$ cat config.mk
export PLATFORM = sky130hd
export DESIGN_NAME = uart_tx_frame
export DESIGN_NICKNAME = d
export VERILOG_FILES = /design/src/rtl/uart_tx_frame.sv
export SDC_FILE = /design/constraint.sdc
export NUM_CORES = 1
export LEC_CHECK = 0
export BUFFER_PORTS_ARGS = -buffer_cell sky130_fd_sc_hd__buf_4
export CAP_MARGIN = 20
export CELL_PAD_IN_SITES_DETAIL_PLACEMENT = 1
export CELL_PAD_IN_SITES_GLOBAL_PLACEMENT = 1
export CORE_UTILIZATION = 25
export CTS_CLUSTER_SIZE = 24
export DETAILED_ROUTE_END_ITERATION = 16
export PLACE_DENSITY = 0.64
export SLEW_MARGIN = 10
export SYNTH_ARGS = -nofsm -noshare
export SYNTH_HDL_FRONTEND = slang
export SYNTH_SLANG_ARGS = --single-unit
export TNS_END_PERCENT = 50
$ cat constraint.sdc
create_clock -name clk -period 1.4 [get_ports clk]
set_clock_uncertainty 0.2 [all_clocks]
set_input_delay 0.28 -clock clk [delete_from_list [all_inputs] [get_ports clk]]
set_output_delay 0.28 -clock clk [all_outputs]
set_load 0.01 [all_outputs]
$ cat src/rtl/uart_tx_frame.sv
// UART frame transmitter: start bit, LSB-first data, optional even/odd parity, stop bit.
// One clk cycle per bit time; TX_OUT and busy come straight from flops.
module uart_tx_frame #(
  parameter int DATA_WIDTH = 8
) (
  input  logic                  clk,
  input  logic                  rst,
  input  logic [DATA_WIDTH-1:0] P_DATA,
  input  logic                  Data_Valid,
  input  logic                  PAR_EN,
  input  logic                  PAR_TYPE,
  output logic                  TX_OUT,
  output logic                  busy,
  output logic [2:0]            state_dbg
);

  localparam int CNT_W = $clog2(DATA_WIDTH);

  // Handshake: Data_Valid is a ready-less request; it is taken on a rising
  // edge only while the FSM is IDLE and silently dropped in every other state.
  typedef enum logic [2:0] {
    IDLE   = 3'd0,
    START  = 3'd1,
    DATA   = 3'd2,
    PARITY = 3'd3,
    STOP   = 3'd4
  } state_t;

  state_t                  state;
  state_t                  state_nxt;
  logic [CNT_W-1:0]        cnt;
  logic [DATA_WIDTH-1:0]   data_q;
  logic                    par_en_q;
  logic                    par_bit_q;
  logic                    tx_d;
  logic                    busy_d;
  logic                    accept;
  logic                    last_bit;

  assign accept    = (state == IDLE) && Data_Valid;
  assign last_bit  = (cnt == CNT_W'(DATA_WIDTH - 1));
  assign state_dbg = state;

  always_ff @(posedge clk or negedge rst) begin
    if (!rst) begin
      state <= IDLE;
    end else begin
      state <= state_nxt;
    end
  end

  always_comb begin
    state_nxt = state;
    case (state)
      IDLE:    if (Data_Valid) state_nxt = START;
      START:   state_nxt = DATA;
      DATA:    if (last_bit) state_nxt = par_en_q ? PARITY : STOP;
      PARITY:  state_nxt = STOP;
      STOP:    state_nxt = IDLE;
      default: state_nxt = IDLE;
    endcase
  end

  always_comb begin
    tx_d   = 1'b1;
    busy_d = (state != IDLE);
    case (state)
      START:   tx_d = 1'b0;
      DATA:    tx_d = data_q[cnt];
      PARITY:  tx_d = par_bit_q;
      default: tx_d = 1'b1;
    endcase
  end

  // Frame registers are only loaded on accept, so mid-frame input changes are inert.
  always_ff @(posedge clk or negedge rst) begin
    if (!rst) begin
      data_q    <= '0;
      par_en_q  <= 1'b0;
      par_bit_q <= 1'b0;
      cnt       <= '0;
      TX_OUT    <= 1'b1;
      busy      <= 1'b0;
    end else begin
      if (accept) begin
        data_q    <= P_DATA;
        par_en_q  <= PAR_EN;
        par_bit_q <= (^P_DATA) ^ PAR_TYPE;
      end
      if (state == DATA) begin
        cnt <= last_bit ? '0 : cnt + 1'b1;
      end else if (state == START) begin
        cnt <= '0;
      end
      TX_OUT <= tx_d;
      busy   <= busy_d;
    end
  end

endmodule

# Word-level counts from Yosys, hierarchy flattened
# Index checks and enable logic that the tools add are counted.
# totals
input_bits	13
latchBits	0
mem_bits_ro	0
word_cells	32
out_inout_bits	5
ramBits	0
mem_count	0
ff_bits	18
# classes
addsub	1
bitwise	1
multipliers	0
n_lt_le_gt_ge	1
n_eq_ne	6
reduce_logical	6
div_mod_pow	0
n_shift	0
n_mux	10
# ops
operator	n
3-bit two-way mux	6
3-bit case mux with 4 select lines	1
8-bit XOR reduction	1
3-bit by 2-bit == test with 1-bit output (second input constant)	2
3-bit by 4-bit less-than comparator with 1-bit output (second input constant)	1
2-bit inequality test (second input constant)	2
3-bit by 1-bit adder with 3-bit output (second input constant)	1
1-bit binary-select mux with 3-bit select	1
3-bit by 1-bit == test with 1-bit output (second input constant)	1
3-bit == test (second input constant)	1
3-bit zero test	1
1-bit case mux with 3 select lines	1
3-bit nonzero test	1
2-bit AND reduction	1
2-bit nonzero test	1
1-bit logical AND	1
1-bit two-way mux	1
1-bit bitwise XOR	1

# Depth between registers and ports, before layout
# Gate-level depths: netlist (run 1).
# logic_depth
depth_word	3
mapped_depth	5
ltp_nobuf	5

# Least setup slack after synthesis (run 1)
# No wires, ideal clock.
# synth_path
path_kind	reg-to-reg
startpoint	reg state[0] (netlist: state_dbg[0])
endpoint	reg data_q[0]
path_slack_ps	-188
n_path_buf	1
required_time_ps	1075
setup_ps	125
period_less_slack_ps	1588
stages_incl_launch_ff	5
arrival_time_ps	1263
path_cell_list	dfrtp_1 > nor2_1 > and3_1 > buf_6 > mux2_2
# synth_via
elab_chain_cells	2
# synth_rtl
element	line	rtl
from (decl)	29	state_t state;
from (signal assigned)	48	state <= state_nxt;
3-bit zero test	40	assign accept = (state == IDLE) && Data_Valid;
1-bit logical AND	40	
to (signal assigned)	78	data_q <= '0;
to (signal assigned)	86	data_q <= P_DATA;
to (decl)	32	logic [DATA_WIDTH-1:0] data_q;
# No other way between the ends.
# A chain may end at the register's enable or synchronous reset.

# Final worst setup path (run 1)
# layout_path
startpoint	reg cnt[1]
endpoint	reg TX_OUT
# layout_via
elab_chain_cells	3
# layout_rtl
element	line	rtl
from (decl)	31	logic [CNT_W-1:0] cnt;
from (signal assigned)	91	cnt <= last_bit ? '0 : cnt + 1'b1;
1-bit binary-select mux with 3-bit select	69	DATA: tx_d = data_q[cnt];
1-bit two-way mux (not written as such)	69	
1-bit case mux with 3 select lines	67	case (state)
named net tx_d	35	logic tx_d;
to (signal assigned)	95	TX_OUT <= tx_d;
to (decl)	12	output logic TX_OUT,
# The timed path passes the listed nets, and every way through them passes these cells. The select of a mux whose other input is x is not followed.

==> flow_summary.toml, run 1 <==
[status]
status = "finished with violations"
violations = "setup timing"

[clock_network]
ctsRootBufferMaster = "clkbuf_4"
numClockSinks = 18
cts_buffer_depth = 2
cts_tree = "yes"
cts_buffers = 3
cts-htree-levels = 1
clk_pin_slew_ns = 0.11
clk_latency_ns = 0.30

[synthesis]
seq_area_frac_synth_pct = 50.3
synth.distinct_cells = 27
synth_top_area_share_pct = 47.4
yosys-top-cells-area = "dfrtp_1 47%, mux2_2 11%, xnor2_1 4.9%, mux2i_1 4.5%, dfstp_2 2.9%"
syn_inst = 72
yosys.area.top_type = "dfrtp_1"
synth-seq-cells = 18
yosysWarnings = 0
syn-cell-area_sq_um = 897
syn_nets = 87
syn_area_per_cell_sq_um = 12.5

[worst_setup_path]
worst_path_max_delay_cell = "dfrtp_2"
crit_type = "reg2reg"
cp_max_fo = 6
max_stage_delay_ns = 0.48
path_cells = "mux2i_1 > mux4_2 > a31oi_1"
cp.arrival_ns = 1.55
required_ns = 1.43
cp-end-kind = "flop"
setup.worst_path.start_class = "flop"
rr_worst_depth = 3

[drt]
vias = 691
viasPerCell = 4.64
drcViolationCount = 0
drtIter0Drc = 9
detail-route-antenna-nets = 0
wirelength_microns = 2220
wl_per_cell_microns = 14.9
drtPass1Iterations = 4

[sta]
final_hold_viol_count = 0
finalCriticalPeriod_ns = 1.52
final_max_slew_viol_count = 0
finalCritPeriodShare_pct = 108
fmax_mhz = 659
fin_ws_ns = -0.118
rsz0062_at_grt = "yes"
worst_pin_slew_ns = 0.260
maxSlewHeadroom_pct = 82.5
setup_violations = 21
setup-tns-final_ns = -1.38

[pwr]
vdd.ir_drop.worst_v = 0.000599
power_density_nw_per_um2 = 1970
p_leak_nw = 0.587

[floorplanning]
start_util_pct = 26.5
dieHeight_microns = 61.9
die_x_microns = 61.9
dieArea_sq_um = 3830
core.rowCount = 21
core_area_sq_um = 3390
io_pins = 18

[place]
hpwl_microns = 1550
placed_cell_area_sq_um = 1150
place_inst = 142
port_buffers = 17
place_congestion = 0.716

[cells_and_area]
fillers = 352
stdcell_area_sq_um = 1300
nets = 119
area_growth_pct = 44.8
antenna_cells = 0
drive_gt1_share_pct = 53.4
stdcell_count = 149

[min_path]
worstHoldPathCells = 2
hp-class = "in2reg"

[global_route]
gr-usage-all-layers_pct = 13.9
grt_overflow_total = 0
grt_pass1_wl_microns = 3800
grt_pass1_vias = 763
grt_max_degree = 19
antenna_found_initial = 0

[flow_run]
max_cap_viol_count = 0
-- metrics by stage --
stage	util, %	power, mW	worst slack, ns	hold slack (ns)
3_5_place_dp	33.9	2.04	-0.378	-0.0348
4_1_cts	37.2	2.50	-0.144	0.00227
3_3_place_gp	33.9	2.00	-0.368	-0.0352
6_report	38.3	2.56	-0.118	0.00484
5_1_grt	38.3	2.77	-0.172	0.00350
2_1_floorplan	-	1.59	-0.135	-0.216
-- cell usage in the layout, fill, tap and decap left out --
cell type,count
a22oi_1,2
buf_4,20
xor2_1,1
a21o_1,1
nor2_1,2
inv_2,1
dlygate4sd3_1,1
xnor3_1,1
nand2_1,5
a21oi_2,1
ha_4,1
dfrtp_2,3
nand2b_1,1
a21oi_1,1
and3_1,1
dfrtp_1,14
mux2_4,10
o21ai_0,1
a211oi_1,1
ha_2,1
nor3_2,1
a31oi_1,1
and3_4,2
clkbuf_4,3
a32oi_1,1
xnor2_1,4
mux2i_1,4
nand3_1,1
a211oi_2,1
mux4_2,1
buf_6,7
nor2_4,1
inv_1,2
clkbuf_1,1
dfstp_2,1
o21ai_1,2
xnor2_2,1
-- flip-flops by register name (all words and copies together) (netlist names) --
name       flops
TX_OUT         1
state_dbg      3
busy           1
par_en_q       1
cnt            3
data_q         8
par_bit_q      1
-- synth_stat cells --
cell type and instances:
a22oi_1 2, nand2_1 5, a21o_1 1, xor2_1 1, mux2_2 9, dfstp_2 1, nor3_1 1, mux4_2 1
xnor3_1 1, buf_6 1, buf_4 1, ha_1 2, a21oi_1 2, nor2_1 3, inv_2 1, inv_1 2
a31oi_1 1, nand3_1 1, a211oi_1 2, a32oi_1 1, and3_1 2, mux2_4 1, xnor2_1 5, mux2i_1 4
o21ai_0 3, nand2b_1 1, dfrtp_1 17
-- worst paths after layout --
kind	from	endpoint	slack, ns
max	cnt[1]$_DFFE_PN0P_	TX_OUT$_DFF_PN1_	-0.12
min	PAR_EN	par_en_q$_DFFE_PN0P_	0.005
max in group asynchronous	rst	TX_OUT$_DFF_PN1_	0.56
min in group asynchronous	rst	state_dbg[0]$_DFFE_PN0P_	0.18
max reg2reg	cnt[1]$_DFFE_PN0P_	TX_OUT$_DFF_PN1_	-0.12
min reg2reg	data_q[4]$_DFFE_PN0P_	data_q[4]$_DFFE_PN0P_	0.32
-- power by group --
part | internal (mW) | leakage [nW] | switching (mW)
clock network | 0.111 | 0.0150 | 0.167
registers | 0.775 | 0.213 | 0.173
logic | 0.799 | 0.359 | 0.533
total | 1.69 | 0.587 | 0.873
-- worst max-delay path: cells and delay by family (launching register included) --
kind / cells / cell delay (ns)
compound gates: 1 / 0.15
flops: 1 / 0.48
mux: 2 / 0.62
-- cell families after synthesis --
kind of cell	synth area share, %
AOI/OAI and AO/OA	8.65
xor gates and xnor gates	8.37
adders and majority gates	2.79
buffers and inverters	3.35
DFF	50.3
muxes	19.9
and+or+nand+nor	6.55
-- final cells by class --
class	instances	area (sq um)	share of cell area [%]
multi-input cells	50	509	39.2
flip-flops and latches	18	455	35.1
repair buffers	28	239	18.4
well taps	46	57.6	4.43
clock buffers	4	26.3	2.02
inverters	3	11.3	0.867
-- repair_timing --
action	4_1_cts	5_1_grt
buffers inserted	0	2
hold buffers	1	0
gates resized for setup	21	8
endpoints found under the setup margin	21	21
endpoints found under the hold margin	18	0
pin swaps	2	3
cloned	1	0
-- per-layer routing --
metal  global-route usage (%)  part of all wire (%)  up-vias
li1                         -                     -      320
met1                     17.9                    44      355
met2                     24.0                    51       16
met3                     3.73                   4.5        0
met4                     1.90                     0        0
met5                        0                     0        -
No activity file was read; power rests on OpenSTA's default activity.
==> inputs of run 2 (changes only) <==
Settings changed: CELL_PAD_IN_SITES_GLOBAL_PLACEMENT 1 to 2, PLACE_DENSITY 0.64 to 0.72, TNS_END_PERCENT 50 to not set.
==> run 2 against run 1 <==
Against the previous run:
- the flow still finishes with violations (setup timing)
- utilization up 2.7 points
- sequential power up 2%
- total power up 6.9%
- wire length down 1.1%
- via count down 1.0%
- combinational power up 13%
- critical path type unchanged
- design area up 6.9%
- critical path depth unchanged
- cell count up 2.7%
- first-iteration DRC count up 78%
- sequential share of layout area down 2.3 points
==> flow_summary.toml, run 2 (synthesis gave the netlist of run 1 again) <==
[sta]
finalCritPeriodShare_pct = 115
fmax_mhz = 622
setup-tns-final_ns = -2.26
final_hold_viol_count = 0
rsz0062_at_grt = "yes"
final_max_slew_viol_count = 0
maxSlewHeadroom_pct = 82.8
setup_violations = 21
worst_pin_slew_ns = 0.258
fin_ws_ns = -0.209
finalCriticalPeriod_ns = 1.61

[pwr]
p_leak_nw = 0.617
switching_share_pct = 33.4
finalPower_mw = 2.74
netSwitchingPower_mw = 0.914
vdd.ir_drop.worst_v = 0.000582
power_density_nw_per_um2 = 1970
power.share.sequential_pct = 35.3
pwr-share-clk_pct = 9.9
p_comb_share_pct = 54.8
internal_power_mw = 1.82

[cells_and_area]
largest-register = "data_q"
nets = 123
fillers = 360
finish.utilization_pct = 41.0
largest_register_ffs = 8
drive_gt1_share_pct = 55.1
area_growth_pct = 54.8
antenna_cells = 0
layout_common_cells = "21 x buf_4, 14 x dfrtp_1, 10 x mux2_4"
stdcell_area_sq_um = 1390
final_common_cell = "buf_4"

[drt]
wl_per_cell_microns = 14.3
drtPass1Iterations = 2
drtIter0Drc = 16
detail-route-antenna-nets = 0
viasPerCell = 4.47
drcViolationCount = 0
vias = 684
wirelength_microns = 2190

[worst_setup_path]
r2r-end = "TX_OUT$_DFF_PN1_"
cp.arrival_ns = 1.63
cp_max_fo = 5
required_ns = 1.42
rr_worst_depth = 3
rr_startpoint = "cnt[1]$_DFFE_PN0P_"
crit_type = "reg2reg"
cp-end-kind = "flop"
r2r_slack_ns = -0.21
setup.worst_path.start_class = "flop"

[clock_network]
numClockSinks = 18
cts-htree-levels = 1
clk_pin_slew_ns = 0.10
cts_buffers = 3
cts_tree = "yes"
cts_buffer_depth = 2
clk_latency_ns = 0.30
ctsRootBufferMaster = "clkbuf_4"

[floorplanning]
core_area_sq_um = 3390
core.rowCount = 21
dieArea_sq_um = 3830
dieHeight_microns = 61.9
io_pins = 18
die_x_microns = 61.9
start_util_pct = 26.5

[global_route]
grt.busiest_layer = "met2"
antenna_found_initial = 0
grt_pass1_vias = 758
gr-usage-all-layers_pct = 13.4
met3_usage_pct = 3.73
use_met1_pct = 15.5
met2_usage_pct = 24.6
grt_overflow_total = 0
grt_pass1_wl_microns = 3600
grt_max_degree = 19

[status]
violations = "setup timing"
status = "finished with violations"

[min_path]
hp-class = "in2reg"
holdPathEnd = "par_en_q$_DFFE_PN0P_"
min_from = "PAR_EN"
worstHoldPathCells = 2

[place]
hpwl_microns = 1450
port_buffers = 17
place_congestion = 0.692
placed_cell_area_sq_um = 1150

[flow_run]
max_cap_viol_count = 0
run 2: worst max path at each step:
stage                                   from                  endpoint  slack, ns  cells past startpoint
detailed placement        cnt[1]$_DFFE_PN0P_          TX_OUT$_DFF_PN1_      -0.27                      3
global placement                   P_DATA[4]     par_bit_q$_DFFE_PN0P_      -0.25                      5
floorplan           state_dbg[2]$_DFFE_PN0P_     data_q[0]$_DFFE_PN0P_      -0.14                      4
global route              cnt[1]$_DFFE_PN0P_  state_dbg[0]$_DFFE_PN0P_      -0.27                      6
CTS                       cnt[1]$_DFFE_PN0P_          TX_OUT$_DFF_PN1_      -0.24                      3
finish                    cnt[1]$_DFFE_PN0P_          TX_OUT$_DFF_PN1_      -0.21                      3
run 2: metal layers:
metal | up-vias | routed length, microns
met5 | - | 0
met3 | 3 | 81
met4 | 0 | 12
met2 | 17 | 1160
li1 | 326 | -
met1 | 338 | 938
run 2: cell type report:
type / instances / area [sq um] / area share (%)
clock buffer: 4 / 26.3 / 1.89
multi-input combinational: 49 / 524 / 37.7
sequential: 18 / 455 / 32.8
inverter: 3 / 11.3 / 0.811
timing repair buffer: 33 / 314 / 22.6
tap: 46 / 57.6 / 4.14
run 2: per-stage QoR:
| stage | hold WS (ns) | setup WS, ns | std cells |
|---|---|---|---|
| after detailed placement | -0.0359 | -0.272 | 140 |
| after CTS | 0.00234 | -0.243 | 150 |
| after global routing | 0.00172 | -0.271 | 153 |
| final | 0.0177 | -0.209 | 153 |
| after floorplan | -0.216 | -0.135 | 72 |
| after global placement | -0.0395 | -0.252 | 140 |
run 2: critical path, cell delays in order, from the launching register on:
cell and delay, ns:
dfrtp_2 0.48, mux2i_1 0.16, mux4_2 0.48, a31oi_1 0.20
run 2: timing repair:
item	4_1_cts	5_1_grt
buffers inserted	4	1
pin swaps	1	3
gates cloned	1	0
gates resized for setup	21	10
hold buffers	1	2
hold endpoints to repair	18	2
setup endpoints to repair	21	21
run 2: power by group through the flow:
stage	Clock (mW)	Combinational (mW)	Sequential (mW)
finish	0.270	1.50	0.966
global route	0.316	1.64	1.00
CTS	0.289	1.41	0.962
detailed placement	0	1.08	0.950
global placement	0	1.04	0.942
floorplan	0	0.642	0.952
==> inputs of run 3 (changes only) <==
Settings changed: ABC_AREA set to 1, CORE_UTILIZATION 25 to 28, PLACE_DENSITY 0.72 to 0.85.
==> run 3 against run 2 <==
Against the previous run:
- the run still ends with setup timing left
- clock power up 21%
- count of clock-buffer cells in the layout unchanged
- sequential power up 1%
- combinational power up 11%
- worst setup slack better by 0.12 ns
- register-to-register slack better by 0.12 ns
- critical path depth up 3
- die area down 2.2%
- synthesized cell count up 71%
- critical endpoint is now state_dbg[2]$_DFFE_PN0P_
- highest routed layer unchanged
==> flow_summary.toml, run 3 <==
[min_path]
hp-class = "in2reg"
worstHoldPathCells = 3

[cells_and_area]
area_growth_pct = 47.3
antenna_cells = 0
drive_gt1_share_pct = 42.8
stdcell_area_sq_um = 1450
stdcell_count = 205
largest-register = "data_q"
finish.utilization_pct = 43.3
largest_register_ffs = 8
final_common_cell = "nand2_1"
nets = 175
layout_common_cells = "34 x nand2_1, 24 x buf_4, 16 x dfrtp_1"

[synthesis]
syn-cell-area_sq_um = 982
synth_top_family_by_area = "simple AND/OR/NAND/NOR gates"
synth-xor-area-share_pct = 0.892
synth_top_area_share_pct = 43.3
ys_async_sr_fraction_pct = 100
ys.flop_type = "dfrtp_1"
synth-seq-cells = 18
yosysMostFrequentCell = "nand2_1"
synthMuxAreaShare_pct = 0
synth_commonest_cells = "43 x nand2_1, 17 x dfrtp_1, 17 x inv_1, 9 x nor2_1, 8 x o21ai_2"
yosys.area.top_type = "dfrtp_1"
syn_area_per_cell_sq_um = 7.99
seq_area_frac_synth_pct = 46.0
yosysWarnings = 0
synthSimpleGateAreaFrac_pct = 27.8
synth-compound-area-share_pct = 15.2
syn_nets = 138
syn_inst = 123
synth.distinct_cells = 22
yosys-top-cells-area = "dfrtp_1 43%, nand2_1 16%, o21ai_2 7.1%, inv_1 6.5%, nor2_1 3.4%"
synth_adder_area_share_pct = 2.55
synth-edff-count = 0

[worst_setup_path]
required_ns = 1.40
cp.arrival_ns = 1.49
cp_max_fo = 4
crit_type = "reg2reg"
setup.worst_path.start_class = "flop"
cp-end-kind = "flop"
rr_worst_depth = 6

[pwr]
p_leak_nw = 0.726
vdd.ir_drop.worst_v = 0.000543
power_density_nw_per_um2 = 2050

[floorplanning]
die_x_microns = 61.2
core.rowCount = 21
dieHeight_microns = 61.2
dieArea_sq_um = 3750
start_util_pct = 29.4
core_area_sq_um = 3340
io_pins = 18

[drt]
drtIter0Drc = 37
viasPerCell = 4.61
drtPass1Iterations = 4
wirelength_microns = 2540
wl_per_cell_microns = 12.4
vias = 945
drcViolationCount = 0
detail-route-antenna-nets = 0

[clock_network]
numClockSinks = 18
cts_buffers = 3
cts_buffer_depth = 2
cts_tree = "yes"
clk_latency_ns = 0.30
cts-htree-levels = 1
clk_pin_slew_ns = 0.11
ctsRootBufferMaster = "clkbuf_4"

[place]
dp_slack_ns = -0.0617
hpwl_microns = 1860
port_buffers = 17
placed_cell_area_sq_um = 1270
place_congestion = 0.820
place_inst = 195

[global_route]
grt_max_degree = 19
gr-usage-all-layers_pct = 15.0
grt_pass1_wl_microns = 4150
grt_pass1_vias = 929
grt_overflow_total = 0
antenna_found_initial = 0

[sta]
maxSlewHeadroom_pct = 84.2
final_hold_viol_count = 0
fin_ws_ns = -0.0908
rsz0062_at_grt = "yes"
finalCriticalPeriod_ns = 1.49
worst_pin_slew_ns = 0.237
finalCritPeriodShare_pct = 106
fmax_mhz = 671
setup-tns-final_ns = -0.823
setup_violations = 16
final_max_slew_viol_count = 0

[status]
violations = "setup timing"
status = "finished with violations"

[flow_run]
max_cap_viol_count = 0
[run 3: changes by cell type in the layout (fill, tap and decap cells not counted), moves of 5 or more]
cell	delta
o21ai_2	+7
mux2_4	-10
nand2_1	+29
inv_1	+13
nand2_2	+9
nand3_1	+5
[run 3: path summary, 6_finish.rpt]
path | endpoint | start | slack, ns
hold / removal | data_q[1]$_DFFE_PN0P_ | P_DATA[1] | 0.06
min in group asynchronous | busy$_DFF_PN0_ | rst | 0.18
setup / recovery | state_dbg[2]$_DFFE_PN0P_ | state_dbg[2]$_DFFE_PN0P_ | -0.09
max in group asynchronous | TX_OUT$_DFF_PN1_ | rst | 0.57
setup reg to reg | state_dbg[2]$_DFFE_PN0P_ | state_dbg[2]$_DFFE_PN0P_ | -0.09
hold reg to reg | data_q[5]$_DFFE_PN0P_ | data_q[5]$_DFFE_PN0P_ | 0.31
[run 3: power breakdown]
group / switching, mW / leakage [nW] / internal [mW]
logic: 0.869 / 0.483 / 0.797
registers: 0.201 / 0.221 / 0.776
clock network: 0.169 / 0.0210 / 0.159
total: 1.24 / 0.726 / 1.73
[run 3: worst max-delay path: stages, from the launching register on]
cell and delay (ns):
dfrtp_1 0.41, buf_4 0.15, nor2_4 0.17, nand2_4 0.06, or2_4 0.26, o21ai_4 0.07
nor4_2 0.06
[run 3: kinds of logic after synthesis]
kind of cell / Yosys count
compound gates: 21
fa+ha+maj: 2
xor+xnor: 1
flops: 18
simple gates: 63
buf+inv: 18
[run 3: final cells by class]
type | count | area (sq um)
Multi-Input combinational cell | 87 | 551
Clock buffer | 4 | 36.3
Timing Repair Buffer | 33 | 285
Sequential cell | 18 | 453
Tap cell | 46 | 57.6
Inverter | 17 | 63.8
Fill cell | 399 | 1890
[run 3: through the flow]
| step | hold slack (ns) | power, mW |
|---|---|---|
| CTS | 0.0534 | 2.82 |
| floorplan | -0.216 | 1.76 |
| global route | 0.0656 | 3.20 |
| global placement | -0.0402 | 2.26 |
| finish | 0.0586 | 2.97 |
| detailed placement | -0.0348 | 2.33 |
[run 3: repair_timing]
item	in CTS	in global routing
hold buffers	4	0
setup buffers	2	0
resized for setup	10	18
endpoints found under the hold margin	21	0
pin swaps	3	9
endpoints found under the setup margin	6	20
gates cloned	0	0
[run 3: metal layers]
layer	global-route usage (%)	routed length [microns]	up-vias
li1	-	-	462
met2	25.0	1340	11
met4	4.87	19	0
met1	20.3	1140	470
met5	0	0	-
met3	1.89	35	2
